$ cat src/rtl/freq_div_pkg.sv
// Shared types and constants for the frequency-to-divider-count converter.
// Optional feature macro: FREQ_ROUND_NEAREST_EN (used by freq_to_div_count).
package freq_div_pkg;

  localparam int DIV_W = 33;
  localparam int CNT_W = 32;

  localparam logic [CNT_W-1:0] CLAMP_MIN = 32'd1;
  localparam logic [CNT_W-1:0] CLAMP_MAX = 32'hFFFF_FFFF;

  typedef enum logic [1:0] {
    IDLE,
    LOAD,
    DIVIDE,
    DONE
  } state_t;

  // A zero quotient means the request is faster than the divider can toggle,
  // so it becomes the fastest legal count; anything beyond 32 bits saturates.
  function automatic logic [CNT_W-1:0] clamp_count(input logic [DIV_W-1:0] q);
    logic [CNT_W-1:0] r;
    if (q == '0) begin
      r = CLAMP_MIN;
    end else if (q[DIV_W-1]) begin
      r = CLAMP_MAX;
    end else begin
      r = q[CNT_W-1:0];
    end
    return r;
  endfunction

endpackage

$ cat src/rtl/freq_to_div_count_if.sv
// Request/result bundle between a frequency requester and freq_to_div_count.
// Optional feature macro: FREQ_ROUND_NEAREST_EN (no effect on this interface).
interface freq_to_div_count_if;

  logic        req_valid;
  logic [31:0] req_freq_hz;
  logic        req_ready;
  logic [31:0] div_clk_count;
  logic        count_update;
  logic        busy;
  logic        req_err;

  modport master (
    output req_valid,
    output req_freq_hz,
    input  req_ready,
    input  div_clk_count,
    input  count_update,
    input  busy,
    input  req_err
  );

  modport slave (
    input  req_valid,
    input  req_freq_hz,
    output req_ready,
    output div_clk_count,
    output count_update,
    output busy,
    output req_err
  );

endinterface

$ cat src/rtl/seq_restoring_div.sv
// Sequential restoring divider: one quotient bit per clock, STEPS iterations.
// 'done' is high during the final iteration; quotient is complete the cycle after.
// Optional feature macro: FREQ_ROUND_NEAREST_EN (no effect on this module).
module seq_restoring_div
  import freq_div_pkg::*;
#(
  parameter int STEPS = 33
) (
  input  logic             clk,
  input  logic             rst_n,
  input  logic             start,
  input  logic [DIV_W-1:0] dividend,
  input  logic [DIV_W-1:0] divisor,
  output logic             done,
  output logic [DIV_W-1:0] quotient
);

  localparam logic [5:0] LAST_STEP = 6'(STEPS - 1);

  logic             active_q, active_d;
  logic [5:0]       step_q, step_d;
  logic [DIV_W-1:0] dvd_q, dvd_d;
  logic [DIV_W-1:0] dvs_q, dvs_d;
  logic [DIV_W-1:0] rem_q, rem_d;
  logic [DIV_W-1:0] quo_q, quo_d;
  logic [DIV_W:0]   shifted;
  logic             fits;

  // Load operands on start, then shift-compare-subtract once per clock.
  always_comb begin
    active_d = active_q;
    step_d   = step_q;
    dvd_d    = dvd_q;
    dvs_d    = dvs_q;
    rem_d    = rem_q;
    quo_d    = quo_q;
    shifted  = {rem_q, dvd_q[DIV_W-1]};
    fits     = (shifted >= {1'b0, dvs_q});
    done     = active_q && (step_q == LAST_STEP);
    if (start) begin
      active_d = 1'b1;
      step_d   = '0;
      dvd_d    = dividend;
      dvs_d    = divisor;
      rem_d    = '0;
      quo_d    = '0;
    end else if (active_q) begin
      dvd_d = {dvd_q[DIV_W-2:0], 1'b0};
      if (fits) begin
        rem_d = shifted[DIV_W-1:0] - dvs_q;
        quo_d = {quo_q[DIV_W-2:0], 1'b1};
      end else begin
        rem_d = shifted[DIV_W-1:0];
        quo_d = {quo_q[DIV_W-2:0], 1'b0};
      end
      step_d = step_q + 6'd1;
      if (done) begin
        active_d = 1'b0;
      end
    end
  end

  // Divider state registers; reset abandons any division in flight.
  always_ff @(posedge clk or negedge rst_n) begin
    if (!rst_n) begin
      active_q <= 1'b0;
      step_q   <= '0;
      dvd_q    <= '0;
      dvs_q    <= '0;
      rem_q    <= '0;
      quo_q    <= '0;
    end else begin
      active_q <= active_d;
      step_q   <= step_d;
      dvd_q    <= dvd_d;
      dvs_q    <= dvs_d;
      rem_q    <= rem_d;
      quo_q    <= quo_d;
    end
  end

  assign quotient = quo_q;

endmodule

$ cat src/rtl/freq_to_div_count.sv
// Converts a requested output frequency (Hz) into the half-period count
// CLK_HZ / (2*freq) consumed by the clock divider.
// Optional feature macro: FREQ_ROUND_NEAREST_EN -- when defined the count is
// rounded to nearest (half up) instead of truncated.
module freq_to_div_count
  import freq_div_pkg::*;
#(
  parameter logic [31:0] CLK_HZ        = 32'd50_000_000,
  parameter logic [31:0] DEFAULT_COUNT = 32'd25_000,
  parameter int          DIV_STEPS     = 33
) (
  input logic                inclk,
  input logic                Reset,
  freq_to_div_count_if.slave bus
);

  state_t           state_q, state_d;
  logic [31:0]      freq_q, freq_d;
  logic [CNT_W-1:0] count_q, count_d;
  logic             count_update_q, count_update_d;
  logic             req_err_q, req_err_d;
  logic             div_start;
  logic             div_done;
  logic [DIV_W-1:0] div_dividend;
  logic [DIV_W-1:0] div_divisor;
  logic [DIV_W-1:0] div_quotient;

`ifdef FREQ_ROUND_NEAREST_EN
  assign div_dividend = {1'b0, CLK_HZ} + {1'b0, freq_q};
`else
  assign div_dividend = {1'b0, CLK_HZ};
`endif
  assign div_divisor = {freq_q, 1'b0};

  seq_restoring_div #(
    .STEPS(DIV_STEPS)
  ) u_div (
    .clk     (inclk),
    .rst_n   (Reset),
    .start   (div_start),
    .dividend(div_dividend),
    .divisor (div_divisor),
    .done    (div_done),
    .quotient(div_quotient)
  );

  // Handshake, sequencing and result capture for one request at a time.
  always_comb begin
    state_d        = state_q;
    freq_d         = freq_q;
    count_d        = count_q;
    count_update_d = 1'b0;
    req_err_d      = 1'b0;
    div_start      = 1'b0;
    case (state_q)
      IDLE: begin
        if (bus.req_valid) begin
          if (bus.req_freq_hz == 32'd0) begin
            req_err_d = 1'b1;
          end else begin
            freq_d  = bus.req_freq_hz;
            state_d = LOAD;
          end
        end
      end
      LOAD: begin
        div_start = 1'b1;
        state_d   = DIVIDE;
      end
      DIVIDE: begin
        if (div_done) begin
          state_d = DONE;
        end
      end
      DONE: begin
        count_d        = clamp_count(div_quotient);
        count_update_d = 1'b1;
        state_d        = IDLE;
      end
      default: state_d = IDLE;
    endcase
  end

  // State and output registers; reset restores the default count at once.
  always_ff @(posedge inclk or negedge Reset) begin
    if (!Reset) begin
      state_q        <= IDLE;
      freq_q         <= '0;
      count_q        <= DEFAULT_COUNT;
      count_update_q <= 1'b0;
      req_err_q      <= 1'b0;
    end else begin
      state_q        <= state_d;
      freq_q         <= freq_d;
      count_q        <= count_d;
      count_update_q <= count_update_d;
      req_err_q      <= req_err_d;
    end
  end

  assign bus.req_ready     = (state_q == IDLE);
  assign bus.busy          = (state_q != IDLE);
  assign bus.div_clk_count = count_q;
  assign bus.count_update  = count_update_q;
  assign bus.req_err       = req_err_q;

endmodule

$ cat src/flat_wrapper.sv
// flat-port wrapper written by rule: the top's interface ports become plain ports
module freq_to_div_count_flat import freq_div_pkg::*;
#(
  parameter logic [31:0] CLK_HZ        = 32'd50_000_000,
  parameter logic [31:0] DEFAULT_COUNT = 32'd25_000,
  parameter int          DIV_STEPS     = 33
)
  (inclk, Reset, bus_req_valid, bus_req_freq_hz, bus_req_ready, bus_div_clk_count, bus_count_update, bus_busy, bus_req_err);
  freq_to_div_count_if bus_i ();
  input logic inclk;
  input logic Reset;
  input wire logic [$bits(bus_i.req_valid)-1:0] bus_req_valid;
  input wire logic [$bits(bus_i.req_freq_hz)-1:0] bus_req_freq_hz;
  output wire logic [$bits(bus_i.req_ready)-1:0] bus_req_ready;
  output wire logic [$bits(bus_i.div_clk_count)-1:0] bus_div_clk_count;
  output wire logic [$bits(bus_i.count_update)-1:0] bus_count_update;
  output wire logic [$bits(bus_i.busy)-1:0] bus_busy;
  output wire logic [$bits(bus_i.req_err)-1:0] bus_req_err;
  assign bus_i.req_valid = bus_req_valid;
  assign bus_i.req_freq_hz = bus_req_freq_hz;
  assign bus_req_ready = bus_i.req_ready;
  assign bus_div_clk_count = bus_i.div_clk_count;
  assign bus_count_update = bus_i.count_update;
  assign bus_busy = bus_i.busy;
  assign bus_req_err = bus_i.req_err;
  freq_to_div_count #(.CLK_HZ(CLK_HZ), .DEFAULT_COUNT(DEFAULT_COUNT), .DIV_STEPS(DIV_STEPS)) u_core (.inclk(inclk), .Reset(Reset), .bus(bus_i));
endmodule
$ cat config.mk
export PLATFORM = sky130hd
export DESIGN_NAME = freq_to_div_count_flat
export DESIGN_NICKNAME = d
export VERILOG_FILES = /design/src/rtl/freq_div_pkg.sv /design/src/rtl/freq_to_div_count_if.sv /design/src/rtl/seq_restoring_div.sv /design/src/rtl/freq_to_div_count.sv /design/src/flat_wrapper.sv
export SDC_FILE = /design/constraint.sdc
export NUM_CORES = 1
export LEC_CHECK = 0
export CORE_MARGIN = 4
export CORE_UTILIZATION = 69
export DETAILED_ROUTE_END_ITERATION = 8
export DONT_BUFFER_PORTS = 1
export PLACE_DENSITY = 0.85
export SLEW_MARGIN = 20
export SYNTH_ARGS = -nofsm -noshare
export SYNTH_HDL_FRONTEND = slang
export SYNTH_SLANG_ARGS = --single-unit
$ cat constraint.sdc
create_clock -name inclk -period 8 [get_ports inclk]
set_input_delay 1.6 -clock inclk [delete_from_list [all_inputs] [get_ports inclk]]
set_output_delay 1.6 -clock inclk [all_outputs]
set_load 0.05 [all_outputs]
* Word level (Yosys, flattened, before mapping) *
Cells that the tools add are included.

cells by class
  magnitude comparators = 1
  reductions and logical operators = 8
  bitwise logic cells = 1
  add/subtract/negate cells = 2
  equality and inequality tests = 7
  multiplexer cells = 24

operator list
  cell                                                   count
  2-to-1 mux 33 bit                                      7
  2-to-1 mux 32 bit                                      2
  >= comparator 34 x 33 -> 1 bit                         1
  zero test 33 bit                                       1
  subtractor 33 bit                                      1
  zero test 32 bit                                       1
  2-to-1 mux 6 bit                                       2
  2-to-1 mux 1 bit                                       9
  case mux 2 bit (4 select lines)                        1
  adder 6 x 1 -> 6 bit, second input constant            1
  == test 6 bit, second input constant                   1
  2-to-1 mux 2 bit                                       3
  AND reduction 3 bit                                    2
  == test 2 bit, second input constant                   2
  inequality test 2 bit, second input constant           2
  nonzero test 2 bit                                     2
  == test 2 x 1 -> 1 bit, second input constant          1
  zero test 2 bit                                        1
  inequality test 2 x 1 -> 1 bit, second input constant  1
  logical AND 1 bit                                      1
  NOT 1 bit                                              1

storage, ports and cells
  flip-flop bits (word level) = 206

* Depth between registers and ports, before layout *
Gate-level depths: netlist (run 1).

  word-level depth = 5
  mapped depth = 14
  mapped depth without buffers = 12

* Modules after synthesis *
From an unflattened synthesis (run 1), not the netlist that was laid out.

unflattened totals
  cell total of the unflattened synthesis = 1107
  area, all modules = 10582.6 µm²

by module, submodules not included
  module             instances  cells an instance  area an instance (µm²)
  seq_restoring_div  1          852                7722.4
  freq_to_div_count  1          255                2860.2

* Worst setup path after synthesis (run 1) *
Ideal clock, no wire load.

  path type = input to register
  start = in bus_req_freq_hz[16]
  end = reg u_core.freq_q[10]
  stages = 5
  data arrival time = 3.034 ns
  path buffers = 1
  setup slack = 4.841 ns
  data required time = 7.875 ns
  cell sequence = nor4_1 > nand4_1 > o21bai_1 > clkbuf_1 > mux2_2

on the way
  longest elaborated chain between the ends = 3

RTL lines
  item                                  line                     source
  start, declared                       flat_wrapper.sv:13       input wire logic [$bits(bus_i.req_freq_hz)-1:0] bus_req_freq_hz;
  zero test 32 bit                      freq_to_div_count.sv:58  if (bus.req_freq_hz == 32'd0) begin
  NOT 1 bit (no source line)            --
  AND reduction 3 bit (no source line)  --
  end signal, assigned                  freq_to_div_count.sv:94  freq_q <= freq_d;
  end, declared                         freq_to_div_count.sv:18  logic [31:0] freq_q, freq_d;

No other way between the ends.
A chain may end at the register's enable or synchronous reset.

* Final worst setup path (run 1) *
  start = reg u_core.u_div.rem_q[3]
  end = reg u_core.u_div.rem_q[25]

on the way
  longest elaborated chain between the ends = 4
  elaborated cells between the ends (all ways) = 5
  classes of those cells = add/sub: 1; order compare: 1; mux: 3

RTL lines
  item                                                                        line                                              source
  start, declared                                                             seq_restoring_div.sv:24                           logic [DIV_W-1:0] rem_q, rem_d;
  start signal, assigned                                                      seq_restoring_div.sv:77                           rem_q <= rem_d;
  subtractor 33 bit / >= comparator 34 x 33 -> 1 bit (equally long branches)  seq_restoring_div.sv:50, seq_restoring_div.sv:38
  2-to-1 mux 33 bit *                                                         seq_restoring_div.sv:49                           if (fits) begin
  2-to-1 mux 33 bit *                                                         seq_restoring_div.sv:47                           end else if (active_q) begin
  2-to-1 mux 33 bit *                                                         seq_restoring_div.sv:40                           if (start) begin

Every way passes the cells marked *; elsewhere a longest branch is shown, timed or not. The select of a mux whose other input is x is not followed.

==> results.json, run 1 <==
{
  "placed_area_um2": 10100,
  "ctsHtreeMaxLevel": 4,
  "path_max_fanout": 55,
  "critical_path.cell_chain": "ha_1 > a21oi_1 > nor2b_1 > o311ai_2 > a31oi_4 > a311oi_2 > o31a_2 > inv_1 > nand3_1 > o22ai_1",
  "insertion_delay_ns": 0.44,
  "r2r_setup_slack_ns": 4.22,
  "dp_hpwl_um": 13900,
  "ys_warn_count": 0,
  "hold_buffers": 0,
  "finalSetupTns_ns": 0,
  "drtIter0Drc": 558,
  "gr-usage-met1_pct": 37.8,
  "die_area_um2": 16500,
  "crit_end": "u_core.u_div.rem_q[25]$_DFFE_PN0P_",
  "final-setup-viol-count": 0,
  "grt_pass1_vias": 7247,
  "cp-end-kind": "register",
  "syn_inst": 1030,
  "syn2layout_area_growth_pct": 7.06,
  "numPortBuffers": 0,
  "synthSimpleGateAreaFrac_pct": 14.3,
  "use_met3_pct": 5.65,
  "detail_route.wl_per_cell_um": 17.8,
  "path_buf_inv": 1,
  "crit_type": "register to register",
  "r2r_end": "u_core.u_div.rem_q[25]$_DFFE_PN0P_",
  "cts_resized": 0,
  "post_cts_buffers": 0,
  "fmax_mhz": 264,
  "timing.rr.start": "u_core.u_div.rem_q[3]$_DFFE_PN0P_",
  "grt-ovfl-total": 0,
  "hold_path_class": "register to register",
  "worstHoldPathCells": 1,
  "rr_worst_depth": 10,
  "maxCapViolCount": 0,
  "diodes": 0,
  "drive_above_1_share_pct": 9.10,
  "status": "complete, no violations",
  "initial_core_util_pct": 71.4,
  "synth_area_per_cell_um2": 9.74,
  "clkTransAtPathRegs_ns": 0.07,
  "synth-xor-area-share_pct": 2.27,
  "clock-sinks": 199,
  "fp.dieH_um": 129,
  "rsz0062_at_grt": "no",
  "die_w_um": 129,
  "wl_um": 21200,
  "track_usage_pct": 26.9,
  "synth_top_family_by_area": "compound AO/OA/AOI/OAI gates",
  "synth_enable_flop_cells": 0,
  "yosys-mux-area-fraction_pct": 9.79,
  "seq_area_frac_synth_pct": 49.7,
  "cp.arrival_ns": 4.07,
  "vias": 7407,
  "synth_fp_nets": 1104,
  "synth_fa_ha_area_share_pct": 4.94,
  "drc": 0,
  "ys_types": 61,
  "nNetsFinal": 1072,
  "place.gp.congestion": 0.935,
  "synthFlopType": "dfrtp_1",
  "slew_headroom_pct": 27.9,
  "cp_slowest_cell": "o31a_2",
  "final_cell_area_um2": 10700,
  "grt_use_met2_pct": 42.9,
  "numCtsBuffers": 17,
  "core_um2": 14000,
  "async_flop_share_pct": 100,
  "clock-skew-final_ns": 0.0102,
  "worst_pin_slew_ns": 1.08,
  "top_usage_layer": "met2",
  "cp_data_required_time_ns": 8.29,
  "netlist_area_um2": 10000,
  "slowest_delay_ns": 0.91,
  "path_delay_family": "compound AO/OA/AOI/OAI gates",
  "finalCritPeriodShare_pct": 47.3,
  "fill_cells": 916,
  "fin_crit_ns": 3.78,
  "clock_path_buffers": 2,
  "synth-compound-area-share_pct": 14.6,
  "finalHoldViolCount": 0,
  "grt_max_degree": 200,
  "drv_slew": 0,
  "critPathLaunch": "u_core.u_div.rem_q[3]$_DFFE_PN0P_",
  "grt_pass1_wl_um": 35400,
  "cts_tree": "yes",
  "synth_seq_cells": 199,
  "antenna_found_initial": 0,
  "critPathLaunchType": "register",
  "dr.pass1.iters": 5,
  "boundaryPins": 71,
  "ant_nets": 0,
  "rows": 43,
  "cp.depth": 10,
  "vias_per_cell": 6.22,
  "root_buffer": "clkbuf_16"
}
registers in the layout, indices dropped and copies added, names as in the netlist:
| register | flops |
|---|---|
| u_core.bus.count_update | 1 |
| u_core.freq_q | 32 |
| u_core.u_div.step_q | 6 |
| u_core.u_div.rem_q | 33 |
| u_core.u_div.dvs_q | 32 |
| u_core.u_div.dvd_q | 26 |
| u_core.bus.req_err | 1 |
| u_core.u_div.quotient | 33 |
| u_core.bus.div_clk_count | 32 |
| u_core.state_q | 2 |
| u_core.u_div.active_q | 1 |
metal layers:
metal	wire, um	vias up
met4	298	0
met3	1190	26
li1	-	3519
met1	9610	3628
met2	10100	234
met5	0	-
cell usage in the layout, fill, tap and decap left out, types with 5 or more instances in the layout:
cell type	n
dfrtp_1	192
nor2_1	179
nand2_1	82
a21oi_1	79
mux2i_1	61
inv_1	52
o21ai_0	49
ha_1	36
mux2_2	33
a211oi_1	22
nor4_1	19
xor2_1	19
clkbuf_16	17
nand4_1	14
a21o_1	12
nor3_1	10
and3_1	10
a31oi_1	9
xnor2_1	7
nand3_1	6
o21a_1	6
a21boi_0	6
dfstp_2	6
o211ai_1	5
clkbuf_8	5
buf_4	5
layout make-up:
cell class | instances | area, um^2 | area share (%)
Multi-Input combinational cell | 723 | 4630 | 43.1
Clock inverter | 8 | 158 | 1.47
Timing Repair Buffer | 5 | 37.5 | 0.350
Clock buffer | 24 | 502 | 4.67
Inverter | 52 | 195 | 1.82
Tap cell | 180 | 225 | 2.10
Sequential cell | 199 | 4990 | 46.5
synthesized netlist by cell type (all sizes together) (20+ instances only):
library cell	n	area, um^2
dfrtp	193	4830
nor2	179	672
nand2	82	308
a21oi	81	413
mux2i	61	611
inv	52	195
o21ai	51	255
ha	38	475
clkbuf	36	135
mux2	33	372
a211oi	26	215
buf	20	103
worst register-to-register path: cells and delay by family, from the launching register on:
kind | cells | cell delay, ns
AND/OR/NAND/NOR | 2 | 0.34
buffers and inverters | 1 | 0.33
flip-flops | 1 | 0.40
AO/OA/AOI/OAI | 6 | 2.17
adder cells (fa/ha/maj) | 1 | 0.38
through the flow:
step | utilization, % | worst slack [ns] | instances | hold WS, ns
after floorplan | - | 4.84 | 1030 | 0.448
after global placement | 71.8 | 4.42 | 1159 | 0.459
after detailed placement | 71.8 | 4.31 | 1159 | 0.474
after CTS | 76.5 | 4.25 | 1191 | 0.490
after global routing | 76.5 | 3.93 | 1191 | 0.514
final | 76.5 | 4.22 | 1191 | 0.486
how the worst min path moves through the flow:
| stage | start | endpoint | slack, ns |
|---|---|---|---|
| 6_report | u_core.u_div.dvd_q[7]$_DFFE_PN0P_ | u_core.u_div.dvd_q[7]$_DFFE_PN0P_ | 0.49 |
| 5_1_grt | u_core.freq_q[30]$_DFFE_PN0P_ | u_core.freq_q[30]$_DFFE_PN0P_ | 0.51 |
| 4_1_cts | u_core.u_div.dvd_q[7]$_DFFE_PN0P_ | u_core.u_div.dvd_q[7]$_DFFE_PN0P_ | 0.49 |
| 3_5_place_dp | u_core.freq_q[29]$_DFFE_PN0P_ | u_core.u_div.dvs_q[30]$_DFFE_PN0P_ | 0.47 |
| 3_3_place_gp | u_core.freq_q[5]$_DFFE_PN0P_ | u_core.u_div.dvs_q[6]$_DFFE_PN0P_ | 0.46 |
| 2_1_floorplan | u_core.freq_q[9]$_DFFE_PN0P_ | u_core.u_div.dvs_q[10]$_DFFE_PN0P_ | 0.45 |
cells by family after synthesis:
group           after synthesis
simple gates                335
compound gates              229
flops                       199
buf+inv                     108
mux                          94
fa+ha+maj                    39
xor+xnor                     26
Power of run 1 is not shown: default switching activity piles up to over one toggle a cycle in this logic, so the estimate is an artifact.
==> inputs of run 2 (changes only) <==
--- a/config.mk
+++ b/config.mk
@@ -5,11 +5,12 @@
 export SDC_FILE = /design/constraint.sdc
 export NUM_CORES = 1
 export LEC_CHECK = 0
+export ABC_AREA = 1
 export CORE_MARGIN = 4
-export CORE_UTILIZATION = 69
+export CORE_UTILIZATION = 64
 export DETAILED_ROUTE_END_ITERATION = 8
 export DONT_BUFFER_PORTS = 1
-export PLACE_DENSITY = 0.85
+export PLACE_DENSITY = 0.8
 export SLEW_MARGIN = 20
 export SYNTH_ARGS = -nofsm -noshare
 export SYNTH_HDL_FRONTEND = slang
==> constraint.sdc (replaced) <==
create_clock -name inclk -period 3.5 [get_ports inclk]
set_input_delay 0.7 -clock inclk [delete_from_list [all_inputs] [get_ports inclk]]
set_output_delay 0.7 -clock inclk [all_outputs]
set_load 0.05 [all_outputs]
==> results.json, run 2 <==
{
  "status": "finished with violations",
  "violations": "negative hold slack",
  "final-setup-viol-count": 0,
  "clock-sinks": 199,
  "fill_cells": 1355,
  "wl_um": 25700,
  "peakVddDrop_mv": 0.676,
  "fin_ws_ns": 0.835,
  "vias": 9081,
  "p_leak_nw": 6.25,
  "fin_crit_ns": 2.66,
  "hold_path_class": "primary input to asynchronous set/reset pin",
  "seq_area_frac_synth_pct": 46.0,
  "powerDensity_nw_per_um2": 1130,
  "dpl_worst_slack_ns": 0.744,
  "yosysTopAreaCell": "dfrtp_1",
  "synth.most_common_cell": "nand2_1",
  "place.gp.congestion": 1.03,
  "finalSetupTns_ns": 0,
  "dr.pass1.iters": 5,
  "synth_seq_cells": 199,
  "slew_headroom_pct": 34.1,
  "grt_max_degree": 200,
  "cp-end-kind": "output port",
  "insertion_delay_ns": 0.44,
  "numCtsBuffers": 17,
  "cp.arrival_ns": 1.96,
  "finalHoldViolCount": 193,
  "diodes": 0,
  "syn2layout_area_growth_pct": 6.57,
  "post_cts_buffers": 0,
  "grt_pass1_wl_um": 43600,
  "finalCritPeriodShare_pct": 76.1,
  "syn_inst": 1442,
  "final_common_cell": "nand2_1",
  "die_w_um": 138,
  "synth.area.top_cells": "dfrtp_1, nand2_1, inv_1",
  "synth_fp_nets": 1516,
  "hold-worst-slack_ns": -0.0478,
  "ant_nets": 0,
  "ys_warn_count": 0,
  "dp_hpwl_um": 18000,
  "cts_tree": "yes",
  "synth_enable_flop_cells": 0,
  "drtIter0Drc": 703,
  "vias_per_cell": 5.49,
  "die_area_um2": 19100,
  "clock-skew-final_ns": 0.0184,
  "grt_pass1_vias": 8778,
  "top_usage_layer": "met2",
  "synth_area_per_cell_um2": 7.52,
  "drive_above_1_share_pct": 5.58,
  "critPathLaunchType": "register",
  "synthFlopType": "dfrtp_1",
  "antenna_found_initial": 0,
  "rows": 47,
  "initial_core_util_pct": 65.4,
  "grt_use_met2_pct": 44.3,
  "async_flop_share_pct": 100,
  "numPortBuffers": 0,
  "final_cell_mix": "nand2_1, inv_1, dfrtp_1",
  "ys_types": 41,
  "path_max_fanout": 5,
  "rsz0062_at_grt": "no",
  "maxCapViolCount": 0,
  "boundaryPins": 71,
  "synth_common_cells": "nand2_1, inv_1, dfrtp_1, o21ai_0, nand3_1",
  "crit_type": "register to output port",
  "core_um2": 16600,
  "grt-ovfl-total": 0,
  "detail_route.wl_per_cell_um": 15.5,
  "root_buffer": "clkbuf_16",
  "clkTransAtPathRegs_ns": 0.08,
  "drv_slew": 0,
  "ctsHtreeMaxLevel": 4,
  "drc": 0,
  "clock_path_buffers": 2,
  "synth_top_area_share_pct": 44.5,
  "track_usage_pct": 27.6,
  "nNetsFinal": 1494,
  "gr-usage-met1_pct": 38.6,
  "cts_resized": 0,
  "netlist_area_um2": 10800,
  "cp_data_required_time_ns": 2.80,
  "use_met3_pct": 4.49,
  "worst_pin_slew_ns": 0.988,
  "fp.dieH_um": 138,
  "fmax_mhz": 375
}
-- run 2: changes by cell type in the layout (fill, tap and decap cells not counted), moves of 40 or more --
cell | previous run | this run
a21oi_1 | 79 | 27
inv_1 | 52 | 246
mux2i_1 | 61 | 0
nand2_1 | 82 | 491
nand3_1 | 6 | 64
nor2_1 | 179 | 47
o21ai_0 | 49 | 111
o22ai_1 | 4 | 44
-- run 2: layer usage --
metal	wire, um	share of wire [%]
met5	0	0
met4	625	2.4
met3	1560	6.1
met2	12000	47
met1	11500	45
-- run 2: final cells by class --
type / count / area, um^2 / share of cell area (%)
clock buffers: 19 / 433 / 3.75
clock inverters: 13 / 163 / 1.41
inverters: 253 / 950 / 8.22
multi-input cells: 941 / 4680 / 40.5
flip-flops and latches: 199 / 4990 / 43.1
well taps: 220 / 275 / 2.38
repair buffers: 8 / 72.6 / 0.628
-- run 2: worst paths after layout --
path | startpoint | end | slack (ns) | cells after the start
setup / recovery | u_core.state_q[0]$_DFFE_PN0P_ | bus_busy | 0.84 | 3
hold / removal | Reset | u_core.bus.div_clk_count[19]$_DFFE_PN0P_ | -0.05 | 0
setup reg to reg | u_core.u_div.dvs_q[13]$_DFFE_PN0P_ | u_core.u_div.rem_q[32]$_DFFE_PN0P_ | 1.03 | 16
hold reg to reg | u_core.freq_q[31]$_DFFE_PN0P_ | u_core.u_div.dvs_q[32]$_DFFE_PN0P_ | 0.48 | 2
max in group asynchronous | Reset | u_core.bus.div_clk_count[5]$_DFFE_PN1P_ | 3.32 | 0
min in group inclk | bus_req_freq_hz[18] | u_core.freq_q[18]$_DFFE_PN0P_ | 0.40 | 2
-- run 2: cells by family after synthesis --
logic type | count (synthesis) | synth area share, %
simple gates | 696 | 27.8
flops | 199 | 46.0
compound gates | 192 | 9.60
buf+inv | 302 | 10.9
xor+xnor | 14 | 1.13
fa+ha+maj | 39 | 4.57
-- run 2: worst max-delay path: stages (launching register included) --
cell and delay [ns]:
dfrtp_1 0.42, inv_1 0.10, ha_1 0.59, inv_1 0.42
-- run 2: metrics by stage --
stage	utilization [%]	hold WS, ns	cell area, um^2	power, mW	instances
global route	69.7	-0.0689	11600	14.4	1653
CTS	69.7	-0.0609	11600	13.1	1653
global placement	66.1	0.409	11000	10.8	1621
finish	69.7	-0.0478	11600	13.1	1653
floorplan	-	0.404	10800	9.48	1442
detailed placement	66.1	0.409	11000	11.0	1621
-- run 2: power breakdown --
part           switching, mW  total [mW]  internal, mW
Sequential             0.715        3.90          3.18
Combinational           4.73        7.21          2.48
Clock                  0.920        2.00          1.08
No activity file was read; power rests on OpenSTA's default activity.
==> inputs of run 3 (changes only) <==
--- a/config.mk
+++ b/config.mk
@@ -7,10 +7,10 @@
 export LEC_CHECK = 0
 export ABC_AREA = 1
 export CORE_MARGIN = 4
-export CORE_UTILIZATION = 64
+export CORE_UTILIZATION = 58
 export DETAILED_ROUTE_END_ITERATION = 8
 export DONT_BUFFER_PORTS = 1
-export PLACE_DENSITY = 0.8
+export PLACE_DENSITY = 0.76
 export SLEW_MARGIN = 20
 export SYNTH_ARGS = -nofsm -noshare
 export SYNTH_HDL_FRONTEND = slang
==> constraint.sdc (replaced) <==
create_clock -name inclk -period 2.4 [get_ports inclk]
set_input_delay 0.48 -clock inclk [delete_from_list [all_inputs] [get_ports inclk]]
set_output_delay 0.48 -clock inclk [all_outputs]
set_load 0.05 [all_outputs]
==> results.json, run 3 (synthesized netlist as in run 2, its figures left out) <==
{
  "rr_worst_depth": 15,
  "worst_pin_slew_ns": 0.572,
  "boundaryPins": 71,
  "grt_pass1_vias": 8662,
  "final_common_cell": "nand2_1",
  "fin_ws_ns": 0.117,
  "rows": 49,
  "dpl_worst_slack_ns": 0.119,
  "vias": 9137,
  "ant_nets": 0,
  "r2r_setup_slack_ns": 0.12,
  "dr.pass1.iters": 5,
  "finalCritPeriodShare_pct": 95.1,
  "maxCapViolCount": 0,
  "root_buffer": "clkbuf_16",
  "critPathLaunchType": "register",
  "die_area_um2": 21000,
  "crit_type": "register to register",
  "status": "finished with violations",
  "detail_route.wl_per_cell_um": 15.8,
  "p_leak_nw": 6.37,
  "finalHoldViolCount": 196,
  "hold_path_class": "primary input to asynchronous set/reset pin",
  "nNetsFinal": 1512,
  "placed_area_um2": 11200,
  "finalSetupTns_ns": 0,
  "numCtsBuffers": 17,
  "wl_um": 26500,
  "ctsHtreeMaxLevel": 4,
  "drive_above_1_share_pct": 7.58,
  "diodes": 0,
  "cp-end-kind": "register",
  "clock-sinks": 199,
  "antenna_found_initial": 0,
  "drc": 0,
  "insertion_delay_ns": 0.44,
  "path_max_fanout": 6,
  "clkTransAtPathRegs_ns": 0.09,
  "final-setup-viol-count": 0,
  "place.gp.congestion": 0.984,
  "grt_max_degree": 200,
  "core_um2": 18100,
  "final_cell_area_um2": 11800,
  "vias_per_cell": 5.44,
  "drv_slew": 0,
  "syn2layout_area_growth_pct": 9.23,
  "fin_crit_ns": 2.28,
  "timing.rr.start": "u_core.u_div.dvs_q[23]$_DFFE_PN0P_",
  "final_cell_mix": "nand2_1, inv_1, dfrtp_1",
  "powerDensity_nw_per_um2": 1680,
  "slew_headroom_pct": 61.9,
  "grt-ovfl-total": 0,
  "grt_pass1_wl_um": 43300,
  "numPortBuffers": 0,
  "initial_core_util_pct": 59.8,
  "track_usage_pct": 26.1,
  "cts_tree": "yes",
  "dp_hpwl_um": 19300,
  "r2r_end": "u_core.u_div.rem_q[17]$_DFFE_PN0P_",
  "cp_data_required_time_ns": 2.73,
  "rsz0062_at_grt": "no",
  "die_w_um": 145,
  "clock_path_buffers": 2,
  "cp.arrival_ns": 2.61,
  "violations": "negative hold slack",
  "peakVddDrop_mv": 0.872,
  "finish.utilization_pct": 65.3,
  "fmax_mhz": 438,
  "fp.dieH_um": 145,
  "drtIter0Drc": 696,
  "clock-skew-final_ns": 0.0168,
  "hold-worst-slack_ns": -0.276
}
[run 3: cell count changes in the layout (fill, tap and decap cells not counted), moves of 4 or more]
cell	change
nor2_2	+4
clkinv_8	+4
buf_4	+13
ha_1	-5
nor2_1	-4
buf_12	+5
[run 3: layout make-up]
type	instances	area [um^2]
tap	229	287
inverter	253	950
fill	1567	6300
multi-input combinational	941	4730
sequential	199	4990
clock inverter	14	188
timing repair buffer	26	270
clock buffer	18	439
[run 3: worst max-delay path, stage by stage (launching register included)]
cell	delay (ns)
dfrtp_1	0.36
inv_1	0.12
ha_2	0.33
nand2_1	0.08
nand2_1	0.08
nand2_1	0.07
nand2_1	0.06
clkinv_1	0.05
nand2_1	0.08
nand2_1	0.08
nand3_2	0.08
nor2_4	0.28
buf_4	0.20
nand3b_1	0.13
nand3_1	0.11
nand2_1	0.05
[run 3: stage by stage]
stage | hold WS [ns] | total power, mW | cells
2_1_floorplan | 0.184 | 13.8 | 1442
3_3_place_gp | 0.190 | 16.3 | 1647
3_5_place_dp | 0.190 | 16.6 | 1647
4_1_cts | -0.288 | 19.7 | 1679
5_1_grt | -0.298 | 21.7 | 1680
6_report | -0.276 | 19.9 | 1680
[run 3: power breakdown]
part	switching, mW	internal [mW]
sequential	1.05	4.64
combinational	7.17	4.06
clock	1.50	1.47
total	9.71	10.2
[run 3: timing repair]
item | CTS | global route
endpoints found under the hold margin | 199 | 199
gates resized for setup | 0 | 15
setup buffers | 0 | 1
setup endpoints to repair | 0 | 26
[run 3: worst max path at each step]
stage	from	end	slack [ns]	cells past startpoint
5_1_grt	u_core.u_div.dvs_q[23]$_DFFE_PN0P_	u_core.u_div.rem_q[9]$_DFFE_PN0P_	0.006	16
6_report	u_core.u_div.dvs_q[23]$_DFFE_PN0P_	u_core.u_div.rem_q[17]$_DFFE_PN0P_	0.12	15
3_3_place_gp	u_core.u_div.rem_q[20]$_DFFE_PN0P_	u_core.u_div.rem_q[15]$_DFFE_PN0P_	0.13	14
3_5_place_dp	u_core.u_div.rem_q[20]$_DFFE_PN0P_	u_core.u_div.rem_q[5]$_DFFE_PN0P_	0.12	14
2_1_floorplan	u_core.state_q[0]$_DFFE_PN0P_	u_core.state_q[0]$_DFFE_PN0P_	0.40	7
4_1_cts	u_core.u_div.rem_q[22]$_DFFE_PN0P_	u_core.u_div.rem_q[4]$_DFFE_PN0P_	0.1	14
[run 3: routing by layer]
layer | vias to the layer above | global-route usage [%] | wire length [um]
met4 | 0 | 6.28 | 405
met3 | 33 | 4.04 | 1300
li1 | 4529 | - | -
met1 | 4330 | 37.5 | 12400
met5 | - | 0 | 0
met2 | 245 | 42.1 | 12400
